<file path="src/rtl/vga_timing_pkg.sv">
// Shared 640x480@60 timing defaults and 80x60 text-cell geometry for the character scan.
package vga_timing_pkg;

    localparam int H_VIS  = 640;
    localparam int H_FP   = 16;
    localparam int H_SYNC = 96;
    localparam int H_BP   = 48;
    localparam int H_TOT  = H_VIS + H_FP + H_SYNC + H_BP;

    localparam int V_VIS  = 480;
    localparam int V_FP   = 10;
    localparam int V_SYNC = 2;
    localparam int V_BP   = 33;
    localparam int V_TOT  = V_VIS + V_FP + V_SYNC + V_BP;

    localparam int COLS    = 80;
    localparam int ROWS    = 60;
    localparam int CELL    = 8;
    localparam int CELL_SH = $clog2(CELL);
    localparam int ADDR_W  = $clog2((COLS > ROWS) ? COLS : ROWS);

    localparam logic [ADDR_W-1:0] BLANK_ADDR = 7'd127;

    // Signals that must stay aligned with the ROM/font output pixel.
    typedef struct packed {
        logic                 hsync;
        logic                 vsync;
        logic                 video_on;
        logic [CELL_SH-1:0]   glyph_x;
    } scan_tap_t;

    localparam scan_tap_t TAP_RESET = '{hsync: 1'b1, vsync: 1'b1, video_on: 1'b0, glyph_x: '0};

endpackage

</file>
<file path="src/rtl/vga_delay_line.sv">
// Enable-gated shift register; DEPTH=0 degenerates to a wire.
module vga_delay_line #(
    parameter int               WIDTH     = 6,
    parameter int               DEPTH     = 2,
    parameter logic [WIDTH-1:0] RESET_VAL = '0
) (
    input  logic             clk,
    input  logic             rst_n,
    input  logic             en,
    input  logic [WIDTH-1:0] din,
    output logic [WIDTH-1:0] dout
);

    generate
        if (DEPTH == 0) begin : g_bypass
            assign dout = din;
        end else begin : g_pipe
            logic [WIDTH-1:0] stage_q [DEPTH];
            logic [WIDTH-1:0] stage_d [DEPTH];

            always_comb begin
                stage_d[0] = din;
                for (int i = 1; i < DEPTH; i++) begin
                    stage_d[i] = stage_q[i-1];
                end
            end

            always_ff @(posedge clk or negedge rst_n) begin
                if (!rst_n) begin
                    for (int i = 0; i < DEPTH; i++) begin
                        stage_q[i] <= RESET_VAL;
                    end
                end else if (en) begin
                    stage_q <= stage_d;
                end
            end

            assign dout = stage_q[DEPTH-1];
        end
    endgenerate

endmodule

</file>
<file path="src/rtl/vga_char_scan.sv">
// Raster scan for the 80x60 text display: counters, character address, glyph coordinates,
// and sync/blank delayed to line up with the ROM/font pixel path.
module vga_char_scan #(
    parameter int H_VIS      = vga_timing_pkg::H_VIS,
    parameter int H_FP       = vga_timing_pkg::H_FP,
    parameter int H_SYNC     = vga_timing_pkg::H_SYNC,
    parameter int H_BP       = vga_timing_pkg::H_BP,
    parameter int V_VIS      = vga_timing_pkg::V_VIS,
    parameter int V_FP       = vga_timing_pkg::V_FP,
    parameter int V_SYNC     = vga_timing_pkg::V_SYNC,
    parameter int V_BP       = vga_timing_pkg::V_BP,
    parameter int PIPE_DELAY = 2
) (
    input  logic                               clk,
    input  logic                               rst_n,
    input  logic                               pix_en,
    output logic [vga_timing_pkg::ADDR_W-1:0]  row,
    output logic [vga_timing_pkg::ADDR_W-1:0]  column,
    output logic [vga_timing_pkg::CELL_SH-1:0] glyph_y,
    output logic [vga_timing_pkg::CELL_SH-1:0] glyph_x,
    output logic                               video_on,
    output logic                               hsync_d,
    output logic                               vsync_d,
    output logic                               video_on_d,
    output logic [vga_timing_pkg::CELL_SH-1:0] glyph_x_d,
    output logic                               frame_start
);

    import vga_timing_pkg::*;

    localparam int HT = H_VIS + H_FP + H_SYNC + H_BP;
    localparam int VT = V_VIS + V_FP + V_SYNC + V_BP;
    localparam int HW = $clog2(HT);
    localparam int VW = $clog2(VT);

    localparam logic [HW-1:0] H_LAST = HW'(HT - 1);
    localparam logic [HW-1:0] H_VIS_C = HW'(H_VIS);
    localparam logic [HW-1:0] HS_BEG = HW'(H_VIS + H_FP);
    localparam logic [HW-1:0] HS_END = HW'(H_VIS + H_FP + H_SYNC);
    localparam logic [VW-1:0] V_LAST = VW'(VT - 1);
    localparam logic [VW-1:0] V_VIS_C = VW'(V_VIS);
    localparam logic [VW-1:0] VS_BEG = VW'(V_VIS + V_FP);
    localparam logic [VW-1:0] VS_END = VW'(V_VIS + V_FP + V_SYNC);

    logic [HW-1:0]      hcount_q, hcount_d;
    logic [VW-1:0]      vcount_q, vcount_d;
    logic               started_q, started_d;
    logic [ADDR_W-1:0]  row_q, row_d, column_q, column_d;
    logic [CELL_SH-1:0] gx_q, gx_d, gy_q, gy_d;
    logic               vid_q, vid_d, hs_q, hs_d, vs_q, vs_d;
    logic               frame_start_q, frame_start_d;

    // Outputs are decoded from the next counter values so they land on the same edge as the counters.
    always_comb begin
        hcount_d      = hcount_q;
        vcount_d      = vcount_q;
        started_d     = started_q;
        row_d         = row_q;
        column_d      = column_q;
        gx_d          = gx_q;
        gy_d          = gy_q;
        vid_d         = vid_q;
        hs_d          = hs_q;
        vs_d          = vs_q;
        frame_start_d = 1'b0;

        if (pix_en) begin
            started_d = 1'b1;
            if (!started_q) begin
                hcount_d = '0;
                vcount_d = '0;
            end else if (hcount_q == H_LAST) begin
                hcount_d = '0;
                if (vcount_q == V_LAST) begin
                    vcount_d      = '0;
                    frame_start_d = 1'b1;
                end else begin
                    vcount_d = vcount_q + VW'(1);
                end
            end else begin
                hcount_d = hcount_q + HW'(1);
            end

            vid_d    = (hcount_d < H_VIS_C) && (vcount_d < V_VIS_C);
            column_d = vid_d ? ADDR_W'(hcount_d >> CELL_SH) : BLANK_ADDR;
            row_d    = vid_d ? ADDR_W'(vcount_d >> CELL_SH) : BLANK_ADDR;
            gx_d     = hcount_d[CELL_SH-1:0];
            gy_d     = vcount_d[CELL_SH-1:0];
            hs_d     = !((hcount_d >= HS_BEG) && (hcount_d < HS_END));
            vs_d     = !((vcount_d >= VS_BEG) && (vcount_d < VS_END));
        end
    end

    always_ff @(posedge clk or negedge rst_n) begin
        if (!rst_n) begin
            hcount_q      <= '0;
            vcount_q      <= '0;
            started_q     <= 1'b0;
            row_q         <= BLANK_ADDR;
            column_q      <= BLANK_ADDR;
            gx_q          <= '0;
            gy_q          <= '0;
            vid_q         <= 1'b0;
            hs_q          <= 1'b1;
            vs_q          <= 1'b1;
            frame_start_q <= 1'b0;
        end else begin
            hcount_q      <= hcount_d;
            vcount_q      <= vcount_d;
            started_q     <= started_d;
            row_q         <= row_d;
            column_q      <= column_d;
            gx_q          <= gx_d;
            gy_q          <= gy_d;
            vid_q         <= vid_d;
            hs_q          <= hs_d;
            vs_q          <= vs_d;
            frame_start_q <= frame_start_d;
        end
    end

    scan_tap_t tap_now, tap_dly;

    assign tap_now = {hs_q, vs_q, vid_q, gx_q};

    vga_delay_line #(
        .WIDTH     ($bits(scan_tap_t)),
        .DEPTH     (PIPE_DELAY),
        .RESET_VAL (TAP_RESET)
    ) u_delay (
        .clk   (clk),
        .rst_n (rst_n),
        .en    (pix_en),
        .din   (tap_now),
        .dout  (tap_dly)
    );

    assign row         = row_q;
    assign column      = column_q;
    assign glyph_x     = gx_q;
    assign glyph_y     = gy_q;
    assign video_on    = vid_q;
    assign frame_start = frame_start_q;
    assign hsync_d     = tap_dly.hsync;
    assign vsync_d     = tap_dly.vsync;
    assign video_on_d  = tap_dly.video_on;
    assign glyph_x_d   = tap_dly.glyph_x;

endmodule

</file>
<file path="config.mk">
export PLATFORM = sky130hd
export DESIGN_NAME = vga_char_scan
export DESIGN_NICKNAME = d
export VERILOG_FILES = /design/src/rtl/vga_timing_pkg.sv /design/src/rtl/vga_delay_line.sv /design/src/rtl/vga_char_scan.sv
export SDC_FILE = /design/constraint.sdc
export NUM_CORES = 1
export LEC_CHECK = 0
export BUFFER_PORTS_ARGS = -buffer_cell sky130_fd_sc_hd__buf_2
export CAP_MARGIN = 20
export CORE_MARGIN = 3
export CORE_UTILIZATION = 25
export DETAILED_ROUTE_END_ITERATION = 10
export SLEW_MARGIN = 10
export SYNTH_ARGS = -nofsm -noshare
export SYNTH_HDL_FRONTEND = slang
export SYNTH_SLANG_ARGS = --single-unit
</file>
<file path="constraint.sdc">
create_clock -name clk -period 2.3 [get_ports clk]
set_input_delay 0.115 -clock clk [delete_from_list [all_inputs] [get_ports clk]]
set_output_delay 0.115 -clock clk [all_outputs]
set_load 0.02 [all_outputs]
</file>
== After elaboration in Yosys (flattened, before gate mapping) ==
Index checks and enable logic that the tools add are counted.
Storage, ports and cells
  bits in registers: 57
  bits of input ports: 3
  output and inout port bits: 28
  word-level logic and storage cells: 41
Operators by class
  $add $sub $neg: 2
  magnitude comparators: 6
  equality and inequality tests: 2
  muxes and demuxes: 13
  reductions and logical operators: 5
Operators by type and width (count)
  2-to-1 mux 10 bit: 7
  adder 10 x 1 -> 10 bit, second input constant: 2
  equality test 10 bit, second input constant: 2
  less-than comparator 10 bit, second input constant: 2
  less-than comparator 10 x 9 -> 1 bit, second input constant: 2
  2-to-1 mux 7 bit: 2
  >= comparator 10 bit, second input constant: 1
  >= comparator 10 x 9 -> 1 bit, second input constant: 1
  2-to-1 mux 1 bit: 4
  logical AND 1 bit: 3
  zero test 1 bit: 2

== Logic depth before layout (Yosys ltp) ==
Gate-level depths: netlist of run 1.
  depth in word-level cells: 8
  mapped depth: 9
  mapped depth without buffers: 8

== Hierarchy ==
A second synthesis of run 1 with hierarchy kept.
Unflattened totals
  cells, all modules: 266
  area, all modules: 2819.0 sq um
Modules (own cells, without submodules)
  vga_char_scan: instances 1, cells each 241, area an instance 2329.7 sq um, sequential area each 996.0 sq um
  vga_delay_line: instances 1, cells each 25, area an instance 489.2 sq um, sequential area each 305.3 sq um

== Worst setup path after synthesis of run 1 ==
Ideal clock, no wire load.
  path type: register to register
  start: register hcount_q[0]
  end: register vid_q, in the netlist video_on
  setup time: 0.125 ns
  arrival: 2.169 ns
  required time: 2.175 ns
  slack: 0.006 ns
  cell stages (with the launch flop): 9
  path buffers: 1
  clock period less this slack: 2.294 ns
  path through: dfrtp_1 ha_1 and4_1 buf_2 nand4_2 or4_4 a21oi_2 nor3b_1 mux2_2
On the way
  cells in the longest elaborated chain, start to end: 6
  elaborated cells between the ends (all ways): 11
  those cells by class: add/sub (1); order compare (2); eq/ne (1); mux (6); reduce/logical (1)
RTL lines
  from (decl): RTL line vga_char_scan.sv:45  | logic [HW-1:0] hcount_q, hcount_d;
  from (signal assigned): RTL line vga_char_scan.sv:108  | hcount_q <= hcount_d;
  adder 10 x 1 -> 10 bit or equality test 10 bit (tied branches): RTL line vga_char_scan.sv:81, vga_char_scan.sv:72
  2-to-1 mux 10 bit: RTL line vga_char_scan.sv:72  | end else if (hcount_q == H_LAST) begin
  2-to-1 mux 10 bit: RTL line vga_char_scan.sv:69  | if (!started_q) begin
  2-to-1 mux 10 bit: RTL line vga_char_scan.sv:67  | if (pix_en) begin
  less-than comparator 10 bit or less-than comparator 10 x 9 -> 1 bit (tied branches): RTL line vga_char_scan.sv:84  | vid_d = (hcount_d < H_VIS_C) && (vcount_d < V_VIS_C);
  logical AND 1 bit (*): RTL line vga_char_scan.sv:84
  to (signal assigned): RTL line vga_char_scan.sv:115  | vid_q <= vid_d;
  to (decl): RTL line vga_char_scan.sv:50  | logic vid_q, vid_d, hs_q, hs_d, vs_q, vs_d;
Every way passes the cells marked *; elsewhere a longest branch is shown, timed or not. The select of a mux whose other input is x is not followed.
A chain may end at the register's enable or synchronous reset.

== Final worst setup path of run 1 ==
  start: register hcount_q[0]
  end: register row_q[4], in the netlist row[4]
On the way
  cells in the longest elaborated chain, start to end: 7
  elaborated cells between the ends (all ways): 12
  those cells by class: add/sub (1); order compare (2); eq/ne (1); mux (7); reduce/logical (1)
RTL lines
  adder 10 x 1 -> 10 bit or equality test 10 bit (tied branches): RTL line vga_char_scan.sv:81, vga_char_scan.sv:72
  2-to-1 mux 10 bit: RTL line vga_char_scan.sv:72
  2-to-1 mux 10 bit: RTL line vga_char_scan.sv:69
  2-to-1 mux 10 bit: RTL line vga_char_scan.sv:67
  less-than comparator 10 bit or less-than comparator 10 x 9 -> 1 bit (tied branches): RTL line vga_char_scan.sv:84
  logical AND 1 bit: RTL line vga_char_scan.sv:84
  2-to-1 mux 7 bit (*): RTL line vga_char_scan.sv:86  | row_d = vid_d ? ADDR_W'(vcount_d >> CELL_SH) : BLANK_ADDR;
  to (signal assigned): RTL line vga_char_scan.sv:111  | row_q <= row_d;
  to (decl): RTL line vga_char_scan.sv:48  | logic [ADDR_W-1:0] row_q, row_d, column_q, column_d;
Marks and branches as above.

==> results by group, run 1 <==
Finish
  • Commonest non-fill, non-tap cell in the layout: dfrtp_1
  • Syn-to-layout area delta: 19.8%
  • Post-route cell area: 0.00329 mm^2
  • Share of cells above drive strength 1: 0.371
  • ANT cells: 0
  • Multi-input gate area: 0.00131 mm^2
  • Register area: 0.00130 mm^2
  • Util after Layout: 0.313
  • Most frequent cells in the layout: dfrtp_1, buf_2, buf_4
  • Final nets: 318
  • Fillers: 1080

Yosys
  • Top cell type's share of synthesized area: 0.282
  • Top cells by area, synth: dfrtp_1, dfstp_2, mux2_2
  • Cells after Synth: 276
  • Leading area contributor after synthesis: dfrtp_1
  • FF+latch count, synth: 51
  • Commonest register cell after synthesis: dfrtp_1
  • Share of the yosys chip area belonging to registers: 0.474
  • Synth Net Count: 282
  • Ys Warns: 0
  • Ys async rst share: 1.00
  • Synthesized cell area: 0.00275 mm^2
  • Synth Area per Inst: 9.96 um^2
  • Post-synth cell types: 50
  • Post-synth EDFFs: 0

Floorplan
  • Core area: 0.0105 mm^2
  • Starting Density: 0.261
  • # rows: 37
  • Die Wd: 111 um
  • I/O pin count: 31
  • Total Die Area: 0.0123 mm^2
  • Die extent in y: 111 um

Worst setup path
  • Crit-path max FO: 4
  • Slowest CP cell: dfrtp_1
  • Crit Path Class: reg2reg
  • Endpoint class of the critical path: register
  • Cell chain of the critical path: ha_1, and4_4, nand4_2, buf_4, o31ai_4, a21oi_4, buf_4, nand3b_1, o22a_1
  • Crit path arrival time: 2420 ps
  • Most numerous cell on the critical path: buf_4
  • Max stage delay on crit path: 370 ps
  • Crit path launch type: register
  • WP data required: 2530 ps

STA
  • FMAX: 459 MHz
  • Setup_tns: 0 ps
  • Skew final: 5.68 ps
  • RSZ-0062 raised after global routing: true
  • Crit share post-route: 0.948
  • Final WS setup: 120 ps
  • Hold WS: 398 ps
  • Pins Over Slew Limit: 0
  • Slew @ Worst Pin: 931 ps
  • Worst slew margin: 0.379
  • Min Tclk post-route: 2180 ps
  • Setup violations, final: 0
  • Final Hold Vio Count: 0

GRT
  • Initial antenna violation count: 0
  • Met3 usage: 0.0246
  • Met2 GRT Util: 0.165
  • Met1 usage: 0.138
  • Grt total ovfl: 0
  • Largest net degree at the start of global routing: 43
  • Gr busiest metal: met2
  • First-pass GRT wire length: 10600 um
  • Vias in the first global route: 2147
  • Total GRT Usage: 0.102

Status
  • Status: finished, final reports clean

Clocking
  • Clock tree buffer depth: 2
  • Clk sinks: 51
  • CTS Buf Count: 5
  • Clock Pin Slew Worst Setup and Hold Paths: 90 ps
  • H-tree depth: 2
  • Worst-Skew Late Latency: 300 ps
  • CTS tree: done
  • Root Buffer: clkbuf_8

Drt
  • Via count: 2120
  • Routed length per instance: 13.8 um
  • Drc violations: 0
  • Via density: 4.72
  • Antenna-violating nets left: 0
  • Final wirelength: 6210 um
  • DRT Pass-1 Iters: 4
  • Drt first-iter violations: 86

Placed design
  • IO buf count: 30
  • DP Worst Slack: -51.7 ps
  • GP Congestion: 0.856
  • Post-detail-place hpwl: 4510 um
  • Area after DPL: 0.00311 mm^2

Hold path
  • Hold WC Path Type: in2reg

Pwr
  • LEAKAGE: 1.41 nW
  • P per Cell Area: 1050 mW/mm^2
  • Peak supply drop: 0.316 mV

Flow run
  • Maxcap violations: 0
==> power by group <==
group | leakage, nW | switching (mW) | internal [mW] | total, mW
sequential | 0.594 | 0.241 | 1.26 | 1.50
clock | 0.0505 | 0.299 | 0.274 | 0.574
combinational | 0.762 | 0.790 | 0.605 | 1.39
==> metal layers <==
| metal | vias to the layer above | part of all wire |
|---|---|---|
| met4 | 0 | 0.011 |
| met5 | - | 0 |
| met1 | 1029 | 0.46 |
| met2 | 45 | 0.49 |
| li1 | 1038 | - |
| met3 | 8 | 0.042 |
==> registers in the layout (all words and copies together), names as in the netlist <==
register                cells
vcount_q                   10
started_q                   1
video_on                    1
row                         7
hcount_q                   10
u_delay.g_pipe.stage_d      6
column                      7
u_delay.dout                6
hs_q                        1
frame_start                 1
vs_q                        1
==> what timing repair did <==
action	in CTS	in global routing
resized for setup	3	9
cloned	0	0
buffers inserted	0	1
endpoints found under the hold margin	24	0
hold buffers	1	0
setup endpoints to repair	8	24
pin swaps	0	6
==> logic make-up (layout without fill, tap and decap cells) <==
family | count (synthesis) | after routing | synth area share
buffers and inverters | 41 | 78 | 0.0710
adder cells (fa/ha/maj) | 3 | 3 | 0.0137
multiplexers | 25 | 25 | 0.0988
flip-flops | 51 | 51 | 0.474
AO/OA/AOI/OAI | 47 | 47 | 0.113
AND/OR/NAND/NOR | 96 | 96 | 0.189
XOR/XNOR | 13 | 13 | 0.0414
==> cell usage after synthesis, drive strengths merged, types with 2 or more instances <==
cell    instances
a21oi           7
a31oi          10
and2            2
and3            4
and4            3
buf            12
clkbuf         16
dfrtp          31
dfstp          20
ha              3
inv            13
mux2           17
mux2i           8
nand2          21
nand3          17
nand4           9
nor2           20
nor2b           2
nor3            5
nor3b           3
o21ai          13
o221ai          2
o22a            4
o31ai           2
or2             2
or3             2
xnor2          11
xor2            2
==> stage by stage <==
step / cells / power (mW)
6_report: 449 / 3.47
3_3_place_gp: 439 / 2.88
3_5_place_dp: 439 / 2.92
4_1_cts: 448 / 3.50
2_1_floorplan: 276 / 2.45
5_1_grt: 449 / 3.72
==> final timing paths <==
kind                                         start                       to  slack [ps]  cells after the start
max                        hcount_q[0]$_DFFE_PN0P_       row[4]$_DFFE_PN1P_         120                      9
min                                         pix_en    column[4]$_DFFE_PN1P_         400                      3
max reg2reg                hcount_q[0]$_DFFE_PN0P_       row[4]$_DFFE_PN1P_         120                      9
min reg2reg                       vs_q$_DFFE_PN1P_         vs_q$_DFFE_PN1P_         490                      2
max in group asynchronous                    rst_n       row[1]$_DFFE_PN1P_        1080                      3
min in group asynchronous                    rst_n  vcount_q[0]$_DFFE_PN0P_         480                      2
==> layout make-up <==
cell class,count,area share
timing repair buffer,57,0.108
inverter,13,0.0148
sequential,51,0.395
clock inverter,1,0.00228
multi-input combinational,184,0.399
clock buffer,7,0.0293
tap,136,0.0517
==> worst max-delay path: cells and delay by family (launching register included) <==
kind	cells	cell delay [ps]
buffers and inverters	2	330
flip-flops	1	370
AO/OA/AOI/OAI	3	590
adder cells (fa/ha/maj)	1	210
AND/OR/NAND/NOR	3	610
(Power assumes the default switching activity.)
==> inputs of run 2 (changes only) <==
--- a/config.mk
+++ b/config.mk
@@ -7,6 +7,7 @@
 export LEC_CHECK = 0
 export BUFFER_PORTS_ARGS = -buffer_cell sky130_fd_sc_hd__buf_2
 export CAP_MARGIN = 20
+export CORE_ASPECT_RATIO = 0.8
 export CORE_MARGIN = 3
 export CORE_UTILIZATION = 25
 export DETAILED_ROUTE_END_ITERATION = 10
==> results by group, run 2 (synthesized netlist as in run 1, its figures left out) <==
Status
  • Status: finished with violations
  • Failing checks: negative hold slack

Finish
  • Fillers: 1099 (+1.8%)
  • Util after Layout: 0.322 (+0.00911)
  • Multi-input gate area: 0.00129 mm^2 (-1.5%)
  • Syn-to-layout area delta: 23.0%
  • Top flop regs: hcount_q: 10 flops, vcount_q: 10 flops
  • ANT cells: 0 (unchanged)
  • Most frequent cells in the layout: dfrtp_1, buf_4, buf_2
  • Register area: 0.00130 mm^2 (unchanged)
  • Final nets: 323 (+1.6%)
  • Share of cells above drive strength 1: 0.381 (+0.00990)

STA
  • Pins Over Slew Limit: 0 (unchanged)
  • Setup_tns: 0 ps (unchanged)
  • Setup violations, final: 0 (unchanged)
  • Hold WS: -50.8 ps (-448 ps)
  • Skew final: 6.55 ps (+0.873 ps)
  • Final Hold Vio Count: 31 (+31)
  • Worst slew margin: 0.382 (+0.00266)
  • FMAX: 443 MHz (-3.3%)
  • Crit share post-route: 0.981 (+0.0328)
  • Final WS setup: 44.3 ps (-75.4 ps)
  • Min Tclk post-route: 2260 ps (+75.4 ps)
  • Slew @ Worst Pin: 927 ps (-3.99 ps)

Pwr
  • Switching pwr: 1.37 mW (+2.8%)
  • Sw Ratio: 0.363 (-0.0201)
  • LEAKAGE: 1.46 nW (+4.0%)
  • Peak supply drop: 0.478 mV (+51%)
  • Clock power share: 0.225 (+0.060)
  • P per Cell Area: 1110 mW/mm^2 (+5.6%)
  • Seq pwr share: 0.392 (-0.040)
  • Comb power frac: 0.383 (-0.019)
  • P_int: 2.39 mW (+12%)

Worst setup path
  • Crit-path max FO: 4 (unchanged)
  • Buf+Inv Stages, Crit Path: 1 (-1)
  • Cell chain of the critical path: nor4b_4, nand4_2, or4_4, a21oi_4, buf_4, nand3b_1, o22a_1
  • Crit Path Class: reg2reg
  • Crit path launch type: register
  • Max stage delay on crit path: 470 ps (+100 ps)
  • Crit path arrival time: 2490 ps (+70 ps)
  • WP data required: 2530 ps (about the same)
  • Slowest CP cell: or4_4
  • Endpoint class of the critical path: register
  • Top Family by Delay on Critical Path: simple AND/OR/NAND/NOR gates

GRT
  • Largest net degree at the start of global routing: 42 (-2.3%)
  • First-pass GRT wire length: 10500 um (-0.97%)
  • Vias in the first global route: 2064 (-3.9%)
  • Grt total ovfl: 0 (unchanged)
  • Initial antenna violation count: 0 (unchanged)
  • Total GRT Usage: 0.107 (+0.00480)

Drt
  • Via count: 2168 (+2.3%)
  • Drt first-iter violations: 178 (+110%)
  • Final wirelength: 6420 um (+3.3%)
  • Antenna-violating nets left: 0 (unchanged)
  • Via density: 4.73 (+0.25%)
  • Drc violations: 0 (unchanged)
  • DRT Pass-1 Iters: 4 (unchanged)
  • Routed length per instance: 14.0 um (+1.3%)

Clocking
  • Clk sinks: 51 (unchanged)
  • Root Buffer: clkbuf_16
  • CTS tree: done
  • Post-cts hold buffer count: 0 (-1)
  • Clock Pin Slew Worst Setup and Hold Paths: 70 ps (-20 ps)
  • H-tree depth: 2 (unchanged)
  • Clock tree buffer depth: 2 (unchanged)
  • Worst-Skew Late Latency: 290 ps (about the same)
  • CTS Buf Count: 5 (unchanged)

Floorplan
  • Core area: 0.0105 mm^2 (-0.20%)
  • # rows: 33 (-11%)
  • Total Die Area: 0.0123 mm^2 (about the same)
  • I/O pin count: 31 (unchanged)
  • Die extent in y: 99.8 um (-10%)
  • Starting Density: 0.262 (+0.000530)
  • Die Wd: 123 um (+11%)

Flow run
  • Maxcap violations: 0 (unchanged)

Hold path
  • Hold WC Path Type: in2async

Placed design
  • IO buf count: 30 (unchanged)
  • GP Congestion: 0.955 (+12%)
  • Post-detail-place hpwl: 4620 um (+2.5%)
  • DP Worst Slack: 22.1 ps (+73.9 ps)
[run 2: changes by cell type in the layout (fill, tap and decap cells not counted), sizes merged]
cell,delta
bufinv,+1
clkinv,+2
clkbuf,-2
buf,+6
clkinvlp,-1
dlygate4sd3,-1
[run 2: worst paths after layout]
kind                                         start                 endpoint  slack, ps  depth (start not counted)
hold / removal                               rst_n  vcount_q[2]$_DFFE_PN0P_        -50                          1
min in group clk                            pix_en       row[6]$_DFFE_PN1P_        330                          3
max in group asynchronous                    rst_n    column[0]$_DFFE_PN1P_       1600                          2
setup / recovery           hcount_q[6]$_DFFE_PN0P_       row[2]$_DFFE_PN1P_         40                          7
setup reg to reg           hcount_q[6]$_DFFE_PN0P_       row[2]$_DFFE_PN1P_         40                          7
hold reg to reg                 row[1]$_DFFE_PN1P_       row[1]$_DFFE_PN1P_        490                          2
[run 2: routing by layer]
| layer | GRT usage | vias up | wire length, um |
|---|---|---|---|
| met4 | 0.0306 | 0 | 97 |
| met1 | 0.154 | 1056 | 3060 |
| li1 | - | 1049 | - |
| met5 | 0 | - | 0 |
| met2 | 0.159 | 51 | 2970 |
| met3 | 0.0244 | 12 | 285 |
[run 2: area by class of cell]
cell class,count,area share
sequential,51,0.385
multi-input combinational,184,0.382
timing repair buffer,62,0.117
tap,140,0.0518
clock buffer,5,0.0370
inverter,13,0.0144
clock inverter,3,0.0130
[run 2: through the flow]
step,total power [mW],std cells,area (um^2)
finish,3.76,458,3380
global route,4.00,458,3380
CTS,3.79,457,3330
detailed placement,2.92,449,3160
global placement,2.90,449,3160
floorplan,2.45,276,2750
[run 2: power groups by stage]
stage / Sequential (mW) / Combinational [mW] / Clock [mW]
after floorplan: 1.64 / 0.810 / 0
after global placement: 1.47 / 1.43 / 0
after detailed placement: 1.48 / 1.44 / 0
after CTS: 1.47 / 1.45 / 0.872
after global routing: 1.51 / 1.58 / 0.907
final: 1.47 / 1.44 / 0.846
[run 2: repair_timing]
item                                    4_1_cts  5_1_grt
buffers inserted                              0        1
gates resized for setup                       0       10
endpoints found under the setup margin        0       15
